$ cat src/rtl/tff_bank_arbiter.sv
// Round-robin arbiter sharing a bank of toggle/set/clear flip-flops among four requesters.
// Optional contention counter built only when TFF_ARB_STATS_EN is defined.
module tff_bank_arbiter #(
  parameter int WIDTH = 8,
  parameter int IDXW  = 3
) (
  input  logic                clk,
  input  logic                rst,
  input  logic [3:0]          req,
  input  logic [7:0]          op,
  input  logic [4*IDXW-1:0]   idx,
  output logic [3:0]          gnt,
  output logic                err,
  output logic [WIDTH-1:0]    q,
  output logic [7:0]          conflict_cnt
);

  localparam logic [IDXW:0] IdxLimit = (IDXW+1)'(WIDTH);

  logic [1:0]       ptr;
  logic [3:0]       elig;
  logic             found;
  logic [1:0]       win;
  logic [1:0]       wOp;
  logic [IDXW-1:0]  wIdx;
  logic [WIDTH-1:0] bitMask;

  assign elig = req & ~gnt;

  // Search eligible requesters starting at ptr; the last granted one is masked out.
  always_comb begin
    logic [1:0] cand;
    found = 1'b0;
    win   = 2'd0;
    cand  = 2'd0;
    for (int j = 0; j < 4; j++) begin
      cand = ptr + 2'(j);
      if (!found && elig[cand]) begin
        found = 1'b1;
        win   = cand;
      end
    end
  end

  assign wOp     = op[2*win +: 2];
  assign wIdx    = idx[win*IDXW +: IDXW];
  assign bitMask = WIDTH'(1) << wIdx;

  always_ff @(posedge clk or posedge rst) begin
    if (rst) begin
      gnt <= '0;
      err <= 1'b0;
      q   <= '0;
      ptr <= '0;
    end else begin
      gnt <= '0;
      err <= 1'b0;
      if (found) begin
        gnt <= 4'b0001 << win;
        ptr <= win + 2'd1;
        if ({1'b0, wIdx} >= IdxLimit) begin
          err <= 1'b1;
        end else begin
          case (wOp)
            2'b01:   q <= q ^ bitMask;
            2'b10:   q <= q | bitMask;
            2'b11:   q <= q & ~bitMask;
            default: q <= q;
          endcase
        end
      end
    end
  end

`ifdef TFF_ARB_STATS_EN
  logic multiElig;

  assign multiElig = (elig & (elig - 4'd1)) != 4'd0;

  // Saturating count of cycles where two or more requesters competed.
  always_ff @(posedge clk or posedge rst) begin
    if (rst) begin
      conflict_cnt <= '0;
    end else if (multiElig && conflict_cnt != 8'hFF) begin
      conflict_cnt <= conflict_cnt + 8'd1;
    end
  end
`else
  assign conflict_cnt = '0;
`endif

endmodule

$ cat config.mk
export PLATFORM = sky130hd
export DESIGN_NAME = tff_bank_arbiter
export DESIGN_NICKNAME = d
export VERILOG_FILES = /design/src/rtl/tff_bank_arbiter.sv
export SDC_FILE = /design/constraint.sdc
export NUM_CORES = 1
export LEC_CHECK = 0
export ABC_CLOCK_PERIOD_IN_PS = 3720
export CORE_MARGIN = 1
export CORE_UTILIZATION = 45
export DETAILED_ROUTE_END_ITERATION = 10
export PLACE_DENSITY_LB_ADDON = 0.1
export RECOVER_POWER = 100
export SYNTH_ARGS = -nofsm -noshare
export SYNTH_HDL_FRONTEND = slang
export SYNTH_SLANG_ARGS = --single-unit
$ cat constraint.sdc
create_clock -name clk -period 3.72 [get_ports clk]
set_clock_uncertainty 0.1 [all_clocks]
set_input_delay 0.744 -clock clk [delete_from_list [all_inputs] [get_ports clk]]
set_output_delay 0.744 -clock clk [all_outputs]
set_load 0.005 [all_outputs]
After elaboration in Yosys (flattened, before gate mapping):

Cells that the tools add are included.

* shift-type cells: 4
* mux-type cells: 18
* add/subtract/negate cells: 4
* eq/ne operators: 3
* multipliers: 1
* reduce and logical (&&, ||, !) cells: 8
* order comparisons: 4
* bitwise operators: 6

Operator list (count)
* case mux 8 bit (3 select lines): 1
* < comparator 2 x 3 -> 1 bit, second input constant: 4
* variable part select 12 x 5 -> 3 bit: 1
* bitwise AND 8 bit: 1
* binary-select mux 1 bit (select 2 bit): 4
* 2-to-1 mux 1 bit: 8
* 2-to-1 mux 2 bit: 4
* NOT 8 bit: 1
* bitwise OR 8 bit: 1
* variable part select 8 x 4 -> 2 bit: 1
* << shifter 1 x 3 -> 8 bit, first input constant: 1
* XOR 8 bit: 1
* adder 2 x 1 -> 2 bit, second input constant: 2
* adder 2 bit, second input constant: 2
* bitwise AND 4 bit: 1
* equality test 2 bit, second input constant: 2
* multiplier 2 x 2 -> 4 bit, second input constant: 1
* 2-to-1 mux 4 bit: 1
* NOT 4 bit: 1
* << shifter 1 x 2 -> 4 bit, first input constant: 1
* logical AND 1 bit: 3
* logical NOT 1 bit: 3
* nonzero test 3 bit: 1
* equality test 2 x 1 -> 1 bit, second input constant: 1
* AND reduction 2 bit: 1

* register bits after elaboration: 14
* logic and storage cells: 51

Longest topological paths before layout:

Gate-level depths: netlist (run 1).

* word-level depth: 20
* depth in mapped cells: 12
* gate-level depth less buffers: 11

Worst setup path after synthesis (run 1):

Ideal clock, no wire load.

* path type: in2reg
* from: input req[0]
* to: register q[5]
* data arrival time: 3.109 ns
* setup time: 0.126 ns
* stages: 10
* data required time: 3.494 ns
* setup slack: 0.385 ns
* path through: nor3b_2 a21oi_1 a2bb2oi_4 buf_6 mux2i_1 mux2_2 or3b_1 ha_1 a221o_1 o32a_1

* longest elaborated chain between the ends: 19
* elaborated cells between the ends (all ways): 37
* those cells by class: mul (1); eq/ne (3); shift (3); mux (17); bitwise (5); reduce/logical (8)

RTL lines
* from (decl): RTL line 9 `input logic [3:0] req,`
* bitwise AND 4 bit *: RTL line 28 `assign elig = req & ~gnt;`
* binary-select mux 1 bit (select 2 bit): RTL line 38 `if (!found && elig[cand]) begin`
* 2-to-1 mux 1 bit (implied by the code): RTL line 38
* 2-to-1 mux 1 bit: RTL line 38
* logical NOT 1 bit: RTL line 38
* logical AND 1 bit: RTL line 38
* 2-to-1 mux 1 bit: RTL line 38
* logical NOT 1 bit: RTL line 38
* [3 not listed]
* logical AND 1 bit: RTL line 38
* 2-to-1 mux 2 bit: RTL line 38
* multiplier 2 x 2 -> 4 bit: RTL line 46 `assign wIdx = idx[win*IDXW +: IDXW];`
* variable part select 12 x 5 -> 3 bit: RTL line 46
* << shifter 1 x 3 -> 8 bit: RTL line 47 `assign bitMask = WIDTH'(1) << wIdx;`
* NOT 8 bit: RTL line 67 `2'b11: q <= q & ~bitMask;`
* bitwise AND 8 bit: RTL line 67
* case mux 8 bit (3 select lines): RTL line 64 `case (wOp)`
* to (signal assigned): RTL line 65 `2'b01: q <= q ^ bitMask;`
* to (signal assigned): RTL line 67
* to (signal assigned): RTL line 68 `default: q <= q;`
* to (decl): RTL line 14 `output logic [WIDTH-1:0] q,`

Every way passes the cells marked *; elsewhere a longest branch is shown, timed or not. The select of a mux whose other input is x is not followed.
A chain may end at the register's enable or synchronous reset.

Final worst setup path (run 1):

* from: input req[2]
* to: register q[5]

The elaborated chain is that of the path after synthesis.

==> results.ini, run 1 <==
[clocking]
cts-resized-gates = 0
htree_num_levels = 1
cts.clk_slew.worst_paths_ps = 70
cts_buffers = 3
cts_setup_buffers = 0
cts-root-buf = clkbuf_8
cts_hold_buf = 0
tritoncts = built
clock_latency_ps = 250
clockBufferDepth = 2
cts_sinks = 14

[final_layout]
nets = 276
diodes = 0
final_core_util_pct = 63.2
drive_above_1_share_pct = 17.9
syn_to_final_growth_pct = 30.9
final_area_sq_um = 2170

[synth]
ys_ff_latch = 14
synth_top_area_share_pct = 21.1
synth_edf_count = 0
synth_async_sr_flop_share_pct = 100
synth_cell_types = 46
yosysSeqAreaShare_pct = 21.1
yosysWarnings = 0
synth_common_cells = ha_1, nand2_1, dfrtp_1
yosysMostFrequentCell = ha_1
synth_top_area_cell = dfrtp_1
syn-cell-area_sq_um = 1660
synth_area_leaders = dfrtp_1, ha_1, mux2i_1
synth_top_flop_cell = dfrtp_1
postSynthAreaPerCell_sq_um = 9.23
syn_inst = 180

[routing]
wl_mm = 4.38
vias_per_cell = 5.64
drtAntennaViolNets = 0
drc = 0
drt-initial-drc-count = 85
dr_total_vias = 1552
drtPass1Iterations = 4
routedWlPerCell_um = 15.9

[worst_setup_path]
start_kind = input port
cp_data_required_time_ps = 3760
critPathArrivalTime_ps = 3630
worstPathMaxFanout = 7
cp-end-kind = register
worst-setup-path-type = input port to register

[timing]
rsz0062_at_grt = no
fin_crit_ps = 3590
max_slew_margin_pct = 54.6
worst_pin_slew_ps = 662
drv_slew = 0
timing_hold_violations_final = 0
setup_violations = 0
post-route-period-util_pct = 96.5
clock.fmax_mhz = 278

[placed_design]
hpwl_mm = 3.44
place_area_sq_um = 2120
placement.io_buffers = 37
place_congestion = 0.922

[power]
cellLeakagePower_nw = 0.955
p_per_area_nw_per_um2 = 879
ir_drop_mv = 0.485
p_total_w = 0.00191

[global_routing]
grt_max_degree = 15
grt-ovfl-total = 0
grt_pass1_wl_mm = 7.51
first_global_vias = 1549
antenna_found_initial = 0
grt.total_usage_pct = 24.2

[floorplanning]
core.rowCount = 21
die_w_um = 62.8
die_h_um = 62.8
ios = 47
start_util_pct = 48.3
core_sq_um = 3440
dieArea_sq_um = 3940

[worst_hold_path]
hold_class = register to register

[job]
max-cap-violations = 0

[outcome]
outcome = finished clean

==> worst paths after layout <==
check,from,endpoint,slack (ps),cells past startpoint
max in group asynchronous,rst,q[6],2270,2
min in group asynchronous,rst,q[2],880,2
hold reg to reg,q[4],q[4],450,1
setup reg to reg,ptr[0],q[5],670,9
hold / removal,q[4],q[4],450,1
setup / recovery,req[2],q[5],130,10
==> layout make-up <==
type	instances	area, sq um
multi-input cells	145	1180
fillers	300	1270
well taps	46	57.6
flip-flops and latches	14	350
inverters	16	62.6
clock buffers	4	55.1
repair buffers	50	465
==> cell families (layout without fill, tap and decap cells) <==
logic type / Yosys count / count (layout) / synth area share, %
DFF: 14 / 14 / 21.1
AOI/OAI and AO/OA: 46 / 46 / 26.4
and+or+nand+nor: 58 / 58 / 20.1
adders and majority gates: 20 / 20 / 15.1
other: 1 / 9 / 0.226
muxes: 12 / 12 / 7.53
buffers and inverters: 29 / 70 / 9.64
==> per-stage QoR <==
stage | setup slack, ps | cells | TNS [ps] | hold slack (ps)
global placement | -48.1 | 271 | -96.8 | 432
CTS | 109 | 275 | 0 | 459
detailed placement | -150 | 271 | -610 | 445
finish | 129 | 275 | 0 | 449
floorplan | 385 | 188 | 0 | 433
global route | 20.0 | 275 | 0 | 486
==> registers in the layout, summed over array words and instances, names as in the netlist <==
name / count
ptr: 2
q: 8
gnt: 4
==> worst max-delay path, stage by stage <==
cell             delay [ps]
clkdlybuf4s50_1         470
nor2b_2                 240
nand3_2                 140
a2bb2oi_4               300
mux2i_1                 130
mux2_2                  320
or3b_1                  400
ha_1                    290
a221o_1                 320
o32a_1                  290
==> placed cells by master, fill, tap and decap left out, types with 6 or more instances in the layout <==
cell / instances
a21oi_1: 8
a221o_1: 6
and2_1: 6
buf_4: 12
clkdlybuf4s50_1: 24
conb_1: 9
dfrtp_1: 14
dlygate4sd3_1: 13
ha_1: 20
inv_1: 14
mux2i_1: 8
nand2_1: 16
nor2_1: 10
o32a_1: 7
==> report_power, final <==
group / total (W) / internal [W] / leakage (nW) / switching [W]
Combinational: 0.00143 / 0.000714 / 0.761 / 0.000715
Sequential: 0.000328 / 0.000234 / 0.165 / 0.0000937
Clock: 0.000155 / 0.0000940 / 0.0288 / 0.0000609
==> layer usage <==
layer  part of all wire [%]  track usage, %  up-vias
li1                       -               -      738
met1                     46            34.2      735
met2                     44            37.4       74
met3                    9.1            4.20        5
met4                    1.1            7.27        0
met5                      0               0        -
(Power assumes the default switching activity.)
==> inputs of run 2 (changes only) <==
- CORE_MARGIN: 1 -> 4
==> results.ini, run 2 (same netlist as run 1, synthesis figures left out) <==
[floorplanning]
dieArea_sq_um = 4730  ; +20%
start_util_pct = 48.3  ; unchanged
core_sq_um = 3440  ; unchanged
die_h_um = 68.8  ; +9.6%
ios = 47  ; unchanged
die_w_um = 68.8  ; +9.6%
core.rowCount = 21  ; unchanged

[final_layout]
syn_to_final_growth_pct = 31.2
nets = 279  ; +1.1%
drive_above_1_share_pct = 17.7  ; -0.16 points
largest-register = q
largest_reg_flops = 8  ; unchanged
final_cell_mix = clkdlybuf4s50_1, ha_1, nand2_1, buf_4
layout_commonest_cell = clkdlybuf4s50_1
final_area_sq_um = 2180  ; +0.23%
diodes = 0  ; unchanged
reg_top3 = q x8, gnt x4, ptr x2

[timing]
post-route-period-util_pct = 97.5  ; +1.0 points
final.setup.tns_ps = 0  ; unchanged
clock.fmax_mhz = 276  ; -1.0%
worst_pin_slew_ps = 694  ; +31.6 ps
setup_violations = 0  ; unchanged
max_slew_margin_pct = 52.4  ; -2.2 points
timing_hold_violations_final = 0  ; unchanged
finalWorstSetupSlack_ps = 91.2  ; -37.8 ps
fin_crit_ps = 3630  ; +37.8 ps
drv_slew = 0  ; unchanged
rsz0062_at_grt = no

[clocking]
cts-root-buf = clkbuf_8
tritoncts = built
cts_hold_buf = 0  ; unchanged
clock_latency_ps = 240  ; about the same
clockBufferDepth = 2  ; unchanged
cts_sinks = 14  ; unchanged
cts_buffers = 3  ; unchanged
cts.clk_slew.worst_paths_ps = 60  ; about the same
htree_num_levels = 1  ; unchanged

[worst_setup_path]
worstPathMaxFanout = 9  ; +2
start_kind = input port
reg2reg_depth = 9  ; unchanged
worst-setup-path-type = input port to register
critPathArrivalTime_ps = 3660  ; +30 ps
cp-end-kind = register
cp_data_required_time_ps = 3750  ; about the same

[global_routing]
grt.met1_usage_pct = 27.3  ; -7.0 points
top_usage_layer = met2
grt_pass1_wl_mm = 7.20  ; -4.0%
grt_max_degree = 15  ; unchanged
gr-usage-met3_pct = 3.40  ; -0.79 points
antenna_found_initial = 0  ; unchanged
grt-ovfl-total = 0  ; unchanged
use_met2_pct = 34.2  ; -3.2 points
first_global_vias = 1540  ; -0.58%
grt.total_usage_pct = 20.4  ; -3.8 points

[placed_design]
hpwl_mm = 3.66  ; +6.2%
place_area_sq_um = 2140  ; +1.1%
placement.io_buffers = 37  ; unchanged
place_congestion = 0.874  ; -5.2%
place_worst_setup_slack_ps = -157  ; -6.71 ps

[worst_hold_path]
hold_class = register to register
min_path_cells = 1  ; unchanged

[power]
ir_drop_mv = 0.468  ; -3.3%
cellLeakagePower_nw = 0.960  ; +0.58%
p_per_area_nw_per_um2 = 878  ; -0.11%

[outcome]
outcome = finished clean

[routing]
routedWlPerCell_um = 16.6  ; +4.2%
drtPass1Iterations = 4  ; unchanged
vias_per_cell = 5.64  ; -0.15%
drtAntennaViolNets = 0  ; unchanged
dr_total_vias = 1561  ; +0.58%
drt-initial-drc-count = 107  ; +26%
wl_mm = 4.60  ; +5.0%
drc = 0  ; unchanged

[job]
max-cap-violations = 0  ; unchanged

-- run 2: cell types whose count changed in the layout (fill, tap and decap cells not counted), sizes merged --
cell,change
clkbuf,-1
buf,+3
-- run 2: routing by layer --
layer,vias up,routed length (um),share of wire [%]
met3,7,405,8.8
li1,739,-,-
met5,-,0,0
met2,75,2070,45
met1,740,2070,45
met4,0,52,1.1
-- run 2: layout make-up --
| cell class | instances | area [sq um] |
|---|---|---|
| inverters | 16 | 62.6 |
| flip-flops and latches | 14 | 350 |
| repair buffers | 53 | 487 |
| well taps | 46 | 57.6 |
| fillers | 302 | 1260 |
| multi-input cells | 145 | 1180 |
| clock buffers | 3 | 41.3 |
-- run 2: worst paths after layout --
kind,endpoint,startpoint,slack (ps)
setup / recovery,q[0],req[0],90
hold / removal,q[2],q[2],450
setup reg to reg,q[5],ptr[0],650
hold reg to reg,q[2],q[2],450
max in group asynchronous,gnt[1],rst,2250
min in group asynchronous,q[0],rst,880
-- run 2: where the power goes --
group / internal, W / total (W) / switching (W) / leakage (nW)
registers: 0.000234 / 0.000329 / 0.0000954 / 0.165
logic: 0.000736 / 0.00146 / 0.000721 / 0.773
clock network: 0.0000717 / 0.000127 / 0.0000558 / 0.0216
total: 0.00104 / 0.00191 / 0.000872 / 0.960
-- run 2: worst max-delay path: stages --
cell and delay (ps):
clkdlybuf4s50_1 450, nor2b_1 170, a211oi_2 280, o21a_1 270, clkbuf_1 440, inv_1 310, o32ai_1 350, buf_4 220
o21ai_1 70, o32a_1 350
-- run 2: per-stage QoR --
| step | power, W | util (%) | hold WS (ps) | cells |
|---|---|---|---|---|
| after global placement | 0.00175 | 62.2 | 428 | 274 |
| after detailed placement | 0.00182 | 62.2 | 453 | 274 |
| after global routing | 0.00209 | 63.3 | 487 | 277 |
| final | 0.00191 | 63.3 | 454 | 277 |
| after CTS | 0.00195 | 63.4 | 465 | 277 |
| after floorplan | 0.00132 | - | 433 | 188 |
-- run 2: what timing repair did --
item	CTS	global route
gates resized for setup	0	2
buffers inserted	0	0
setup endpoints to repair	0	2
==> inputs of run 3 (changes only) <==
--- a/config.mk
+++ b/config.mk
@@ -10,4 +10,5 @@
 export CORE_UTILIZATION = 45
 export DETAILED_ROUTE_END_ITERATION = 10
+export MAX_ROUTING_LAYER = met4
 export PLACE_DENSITY_LB_ADDON = 0.1
 export RECOVER_POWER = 100
@@ -15,2 +16,3 @@
 export SYNTH_HDL_FRONTEND = slang
 export SYNTH_SLANG_ARGS = --single-unit
+export TNS_END_PERCENT = 20
==> constraint.sdc (replaced) <==
create_clock -name clk -period 3.72 [get_ports clk]
set_clock_uncertainty 0.1 [all_clocks]
set_input_delay 0.93 -clock clk [delete_from_list [all_inputs] [get_ports clk]]
set_output_delay 0.93 -clock clk [all_outputs]
set_load 0.005 [all_outputs]
==> results.ini, run 3 (same netlist as run 1, synthesis figures left out) <==
[worst_setup_path]
cp_data_required_time_ps = 3760  ; about the same
cp-end-kind = register
start_kind = input port
worstPathMaxFanout = 7  ; -2
crit_path_max_incr_delay_ps = 420  ; -30 ps
critPathArrivalTime_ps = 3660  ; about the same
worst-setup-path-type = input port to register
crit_chain = clkdlybuf4s50_1 -> buf_4 -> a21oi_2 -> a2bb2oi_4 -> buf_12 -> mux2i_2 -> mux2_4 -> or3_1 -> ha_1 -> a221o_1 -> o32a_1
worst_path_max_delay_cell = clkdlybuf4s50_1

[placed_design]
placement.io_buffers = 37  ; unchanged
hpwl_mm = 3.62  ; -0.92%
place_congestion = 0.940  ; +7.6%

[timing]
drv_slew = 0  ; unchanged
fin_crit_ps = 3630  ; -3.37 ps
post-route-period-util_pct = 97.5  ; about the same
worst_pin_slew_ps = 695  ; +0.766 ps
final.setup.tns_ps = 0  ; unchanged
setup_violations = 0  ; unchanged
max_slew_margin_pct = 52.4  ; -0.053 points
timing_hold_violations_final = 0  ; unchanged
clock.fmax_mhz = 276  ; about the same
rsz0062_at_grt = no

[global_routing]
antenna_found_initial = 0  ; unchanged
grt-ovfl-total = 0  ; unchanged
first_global_vias = 1559  ; +1.2%
grt_pass1_wl_mm = 7.27  ; +0.96%
grt_max_degree = 15  ; unchanged
grt.total_usage_pct = 20.9  ; +0.51 points

[routing]
dr_total_vias = 1588  ; +1.7%
drtPass1Iterations = 4  ; unchanged
drt-initial-drc-count = 116  ; +8.4%
drtAntennaViolNets = 0  ; unchanged
wl_mm = 4.64  ; +0.93%
vias_per_cell = 5.63  ; about the same
routedWlPerCell_um = 16.5  ; -0.86%
drc = 0  ; unchanged

[power]
p_per_area_nw_per_um2 = 887  ; +0.97%
cellLeakagePower_nw = 1.03  ; +7.6%
ir_drop_mv = 0.479  ; +2.4%

[final_layout]
final_cell_mix = clkdlybuf4s50_1, ha_1, nand2_1, buf_4, dfrtp_1
drive_above_1_share_pct = 22.5  ; +4.7 points
diodes = 0  ; unchanged
reg_top3 = q x8, gnt x4, ptr x2
final_core_util_pct = 66.4  ; +3.1 points
layout_commonest_cell = clkdlybuf4s50_1
largest-register = q
nets = 283  ; +1.4%
largest_reg_flops = 8  ; unchanged
syn_to_final_growth_pct = 37.6

[clocking]
cts_hold_buf = 0  ; unchanged
cts_buffers = 3  ; unchanged
cts-root-buf = clkbuf_8
tritoncts = built
htree_num_levels = 1  ; unchanged
cts_sinks = 14  ; unchanged
clock_latency_ps = 240  ; about the same
cts.clk_slew.worst_paths_ps = 70  ; about the same
clockBufferDepth = 2  ; unchanged

[floorplanning]
die_h_um = 68.8  ; unchanged
start_util_pct = 48.3  ; unchanged
core_sq_um = 3440  ; unchanged
die_w_um = 68.8  ; unchanged
ios = 47  ; unchanged
core.rowCount = 21  ; unchanged
dieArea_sq_um = 4730  ; unchanged

[outcome]
outcome = finished clean

[job]
max-cap-violations = 0  ; unchanged

[worst_hold_path]
hold_class = register to register

[run 3: changes by cell type in the layout (fill, tap and decap cells not counted), moves of 2 or more]
cell             previous run  this run
clkbuf_2                    0         2
clkdlybuf4s50_1            24        21
dlymetal6s2s_1              0         3
mux2_2                      4         2
mux2_4                      0         2
nor3b_2                     2         0
nor3b_4                     0         2
[run 3: worst max-delay path, delay by kind of cell]
kind                       cells  cell delay [ps]
AOI/OAI and AO/OA              4              900
adders and majority gates      1              290
buffers and inverters          3              700
muxes                          2              410
and+or+nand+nor                1              420
[run 3: power breakdown]
group	internal, W	total, W	switching [W]
Clock	0.0000939	0.000153	0.0000590
Combinational	0.000798	0.00154	0.000738
Sequential	0.000234	0.000338	0.000105
[run 3: area by class of cell]
type                    instances  area (sq um)
multi-input cells             145          1230
inverters                      16          62.6
flip-flops and latches         14           350
clock buffers                   4          55.1
well taps                      46          57.6
repair buffers                 57           532
fillers                       297          1160
[run 3: worst paths after layout]
| path | from | endpoint | slack [ps] | cells after the start |
|---|---|---|---|---|
| hold / removal | q[3] | q[3] | 450 | 1 |
| setup reg to reg | gnt[1] | q[5] | 670 | 8 |
| hold reg to reg | q[3] | q[3] | 450 | 1 |
| min in group asynchronous | rst | q[1] | 1080 | 2 |
| setup / recovery | req[3] | q[7] | 90 | 11 |
| max in group asynchronous | rst | gnt[1] | 2060 | 2 |
[run 3: per-stage QoR]
stage               instances  hold WS [ps]  cell area (sq um)  total power [W]  worst slack (ps)
global route              282           488               2290          0.00220              28.2
finish                    282           447               2290          0.00203              94.5
floorplan                 188           433               1690          0.00132               199
detailed placement        277           443               2160          0.00182              -334
global placement          277           432               2160          0.00176              -237
CTS                       282           458               2250          0.00202              3.87
[run 3: routing by layer]
metal	vias to the layer above	part of all wire (%)	track usage, %
li1	746	-	-
met1	761	45	26.7
met2	73	45	33.6
met3	8	8.9	4.21
met4	0	1.5	5.84
met5	-	0	-
[run 3: what timing repair did]
action	CTS	global route
pin swaps	1	3
resized for setup	3	11
endpoints found under the setup margin	4	5
buffers inserted	1	0
